`src/rtl/crc_check_unit.sv`:
```
// CRC-8 checking responder: accepts a 64-bit word (56-bit payload + received CRC)
// on an active-low enable, recomputes the CRC one byte per clock, reports done/error.
module crc_check_unit #(
    parameter logic [7:0] POLY = 8'h07,
    parameter logic [7:0] INIT = 8'h00
) (
    input  logic        clk,
    input  logic        rst,
    input  logic        crcEn,
    input  logic [63:0] dataIn,
    output logic [1:0]  crcStatus,
    output logic [7:0]  crcValue
);

    typedef enum logic [1:0] {IDLE, CALC, DONE} state_t;

    state_t      state_q, state_d;
    logic [55:0] shreg_q, shreg_d;
    logic [7:0]  rx_crc_q, rx_crc_d;
    logic [7:0]  crc_q, crc_d;
    logic [2:0]  cnt_q, cnt_d;
    logic [1:0]  status_q, status_d;
    logic [7:0]  value_q, value_d;
    logic [7:0]  crc_next;

    // MSB-first, non-reflected byte update, fully unrolled
    function automatic logic [7:0] crc8_byte(input logic [7:0] c_in);
        logic [7:0] c;
        c = c_in;
        for (int i = 0; i < 8; i++) begin
            c = c[7] ? ((c << 1) ^ POLY) : (c << 1);
        end
        return c;
    endfunction

    assign crc_next = crc8_byte(crc_q ^ shreg_q[55:48]);

    always_comb begin
        state_d  = state_q;
        shreg_d  = shreg_q;
        rx_crc_d = rx_crc_q;
        crc_d    = crc_q;
        cnt_d    = cnt_q;
        status_d = status_q;
        value_d  = value_q;
        case (state_q)
            IDLE: begin
                status_d = 2'b10;
                if (!crcEn) begin
                    shreg_d  = dataIn[63:8];
                    rx_crc_d = dataIn[7:0];
                    crc_d    = INIT;
                    cnt_d    = 3'd0;
                    state_d  = CALC;
                end
            end
            CALC: begin
                if (crcEn) begin
                    state_d  = IDLE;
                    status_d = 2'b10;
                end else begin
                    crc_d   = crc_next;
                    shreg_d = {shreg_q[47:0], 8'h00};
                    cnt_d   = cnt_q + 3'd1;
                    if (cnt_q == 3'd6) begin
                        state_d  = DONE;
                        value_d  = crc_next;
                        status_d = {1'b0, crc_next != rx_crc_q};
                    end
                end
            end
            DONE: begin
                // result held until the controller releases the request
                if (crcEn) begin
                    state_d  = IDLE;
                    status_d = 2'b10;
                end
            end
            default: begin
                state_d  = IDLE;
                status_d = 2'b10;
            end
        endcase
    end

    always_ff @(posedge clk or negedge rst) begin
        if (!rst) begin
            state_q  <= IDLE;
            shreg_q  <= 56'h0;
            rx_crc_q <= 8'h00;
            crc_q    <= 8'h00;
            cnt_q    <= 3'd0;
            status_q <= 2'b10;
            value_q  <= 8'h00;
        end else begin
            state_q  <= state_d;
            shreg_q  <= shreg_d;
            rx_crc_q <= rx_crc_d;
            crc_q    <= crc_d;
            cnt_q    <= cnt_d;
            status_q <= status_d;
            value_q  <= value_d;
        end
    end

    assign crcStatus = status_q;
    assign crcValue  = value_q;

endmodule

```
`config.mk`:
```
export PLATFORM = sky130hd
export DESIGN_NAME = crc_check_unit
export DESIGN_NICKNAME = d
export VERILOG_FILES = /design/src/rtl/crc_check_unit.sv
export SDC_FILE = /design/constraint.sdc
export NUM_CORES = 1
export LEC_CHECK = 0
export BUFFER_PORTS_ARGS = -buffer_cell sky130_fd_sc_hd__buf_2
export CORE_ASPECT_RATIO = 1.5
export CORE_UTILIZATION = 35
export DETAILED_ROUTE_END_ITERATION = 16
export GPL_TIMING_DRIVEN = 0
export MAX_ROUTING_LAYER = met4
export PLACE_DENSITY = 0.62
export SLEW_MARGIN = 20
export SYNTH_ARGS = -nofsm -noshare
export SYNTH_HDL_FRONTEND = slang
export SYNTH_SLANG_ARGS = --single-unit
```
`constraint.sdc`:
```
create_clock -name clk -period 2.3 [get_ports clk]
set_input_delay 0.575 -clock clk [delete_from_list [all_inputs] [get_ports clk]]
set_output_delay 0.575 -clock clk [all_outputs]
set_load 0.005 [all_outputs]
```
==> flow_metrics.env <==
export IMPL_status="finished clean"
export IMPL_layout_common_cells="86 x dfrtp_1, 81 x buf_2, 58 x nand2_1, 55 x o21ai_0, 49 x mux2i_1"
export IMPL_rsz0062_at_grt="false"
export IMPL_rows=48
export IMPL_worstPathMaxFanout=10
export IMPL_ys_types=38
export IMPL_tightest_slew_ps=691
export IMPL_fmax_mhz=486
export IMPL_seq_area_frac_synth_pct=52.0
export IMPL_cts_max_path_buffers=2
export IMPL_drc=0
export IMPL_cts_max_level=3
export IMPL_finalClockSkew_ps=9.00
export IMPL_finalSetupViolCount=0
export IMPL_cpPeakStageDelay_ps=460
export IMPL_root_buffer="clkbuf_16"
export IMPL_cts_tree="built"
export IMPL_synth_seq_cells=87
export IMPL_critical_path_top_delay_family="simple AND/OR/NAND/NOR gates"
export IMPL_coreArea_mm2=0.0116
export IMPL_fp_dieH_um=136
export IMPL_grt_pass1_wl_mm=15.5
export IMPL_crit_path_frequent_cell="clkbuf_1"
export IMPL_grt_max_degree=53
export IMPL_ir_drop_mv=0.541
export IMPL_syn_nets=436
export IMPL_async_flop_share_pct=100
export IMPL_hp_class="primary input to async pin"
export IMPL_die_x_um=91.3
export IMPL_cp_required_ps=2500
export IMPL_synth_edff_count=0
export IMPL_portBuffers=76
export IMPL_insertion_delay_ps=340
export IMPL_layout_min_cycle_time_ps=2060
export IMPL_path_cells="or2_2, clkbuf_1, nor2_2, clkbuf_1, o21ai_0"
export IMPL_grt_overflow=0
export IMPL_hold_buffers=0
export IMPL_viasPerCell=4.83
export IMPL_p_per_area_mw_per_mm2=1120
export IMPL_gp_congestion=0.754
export IMPL_place_area_mm2=0.00478
export IMPL_syn_inst=367
export IMPL_cp_slowest_cell="nor2_2"
export IMPL_dp_cells=594
export IMPL_layout_cells_non_filler=608
export IMPL_finalWirelength_mm=9.24
export IMPL_maxCapViolations=0
export IMPL_io_pins=77
export IMPL_clk_pin_slew_ps=60
export IMPL_fin_crit_sh_pct=89.4
export IMPL_crit_arrival_ps=2260
export IMPL_relSlewSlack_pct=53.9
export IMPL_cp_start_kind="flip-flop"
export IMPL_synth_ff_type="dfrtp_1"
export IMPL_nets=524
export IMPL_dpl_hpwl_mm=7.07
export IMPL_avgRoutedWirePerCell_um=15.2
export IMPL_yosys_warnings=0
export IMPL_post_cts_buffers=0
export IMPL_design_die_area_mm2=0.0124
export IMPL_finalInstanceArea_mm2=0.00506
export IMPL_critPathKind="flip-flop to flip-flop"
export IMPL_antenna_found_initial=0
export IMPL_num_vias=2937
export IMPL_final_util_pct=43.7
export IMPL_syn_area_per_cell_um2=11.4
export IMPL_antennaDiodeCount=0
export IMPL_cts_inserted_buffers=9
export IMPL_path_buf_inv=2
export IMPL_endpoint_kind="flip-flop"
export IMPL_first_pass_iters=5
export IMPL_grt_pass1_vias=3140
export IMPL_clock_sinks=87
export IMPL_drive_above_1_share_pct=26.9
export IMPL_grtUsageTotal_pct=16.6
export IMPL_ant_nets=0
export IMPL_final_hold_viol_count=0
export IMPL_syn_cell_area_mm2=0.00419
export IMPL_final_common_cell="dfrtp_1"
export IMPL_area_delta_synth_final_pct=20.9
export IMPL_drv_slew=0
export IMPL_drtIter0Drc=228
export IMPL_start_util_pct=36.1
export IMPL_ctsResizeCount=0
export IMPL_power_leakage_nw=2.44
[metrics by stage]
step | power [mW] | hold slack [ps] | setup WS (ps) | setup TNS (ps)
floorplan | 3.79 | 279 | 492 | 0
global placement | 4.25 | 461 | -136 | -11210
detailed placement | 4.30 | 472 | -89.3 | -1350
CTS | 5.72 | 212 | 194 | 0
global route | 5.99 | 237 | 9.21 | 0
finish | 5.66 | 205 | 243 | 0
[worst reg2reg max path, stage by stage (launching register included)]
cell and delay [ps]:
dfrtp_1 400, or2_2 310, clkbuf_1 220, nor2_2 460
clkbuf_1 410, o21ai_0 130
[final timing paths]
path / startpoint / endpoint / slack, ps / cells past startpoint
worst max-delay path: state_q[1] / rx_crc_q[2] / 240 / 5
worst min-delay path: rst / shreg_q[20] / 200 / 1
worst max register to register: state_q[1] / rx_crc_q[2] / 240 / 5
worst min register to register: shreg_q[23] / shreg_q[23] / 480 / 2
max in group asynchronous: rst / crcStatus[1] / 1400 / 2
min in group clk: dataIn[14] / shreg_q[6] / 450 / 2
[per-layer routing]
metal	global-route usage, %	part of all wire (%)
met4	5.82	1.2
met5	-	0
met2	30.4	55
met3	2.85	3.2
met1	18.0	40
[report_power, final]
| part | leakage [nW] | internal [mW] | total [mW] | switching [mW] |
|---|---|---|---|---|
| registers | 1.10 | 1.81 | 2.03 | 0.220 |
| logic | 1.21 | 1.19 | 2.22 | 1.03 |
| clock network | 0.138 | 0.828 | 1.41 | 0.581 |
| total | 2.44 | 3.83 | 5.66 | 1.83 |
[synthesized netlist by cell type (2+ instances only)]
library cell  count  share of area, %
dfrtp_1          86                51
a22o_1           11               2.3
xor3_1            2               1.1
xnor2_1          10               2.1
mux2i_1          49                12
xor2_2            2              0.78
inv_1             4              0.36
xnor2_4           2               1.3
nand2b_1          4              0.60
a21oi_1           7              0.84
xnor3_1           2               1.1
xnor3_4           2               1.3
nor3_1            2              0.24
o22ai_1           3              0.45
nor2_1           10              0.90
xnor2_2           4               1.6
mux2_2           11               3.0
a21o_1            2              0.36
xor2_1            4              0.84
o21ai_0          55               6.6
clkbuf_1         15               1.3
ha_1              2              0.60
nand2_1          58               5.2
buf_2             6              0.72
[state kept, by name, summed over array words and instances (netlist names)]
| name | count |
|---|---|
| state_q | 2 |
| crc_q | 8 |
| crcStatus | 2 |
| cnt_q | 3 |
| crcValue | 8 |
| rx_crc_q | 8 |
| shreg_q | 56 |
[cell families (layout without fill, tap and decap cells)]
group                      Yosys count  in the layout  synth area share (%)
adders and majority gates            2              2                 0.598
muxes                               60             60                  14.7
xor gates and xnor gates            29             29                  10.6
buffers and inverters               25            116                  2.42
AOI/OAI and AO/OA                   83             83                  11.5
and+or+nand+nor                     81             81                  8.13
DFF                                 87             87                  52.0
[final cells by class]
cell class                 instances  area, um2
tap                              150        188
timing repair buffer              77        410
sequential                        87       2180
buffer                            21       86.3
clock inverter                     4       48.8
fill                            1113       6530
multi-input combinational        255       1910
clock buffer                      10        229
inverter                           4       15.0
(Power assumes the default switching activity.)
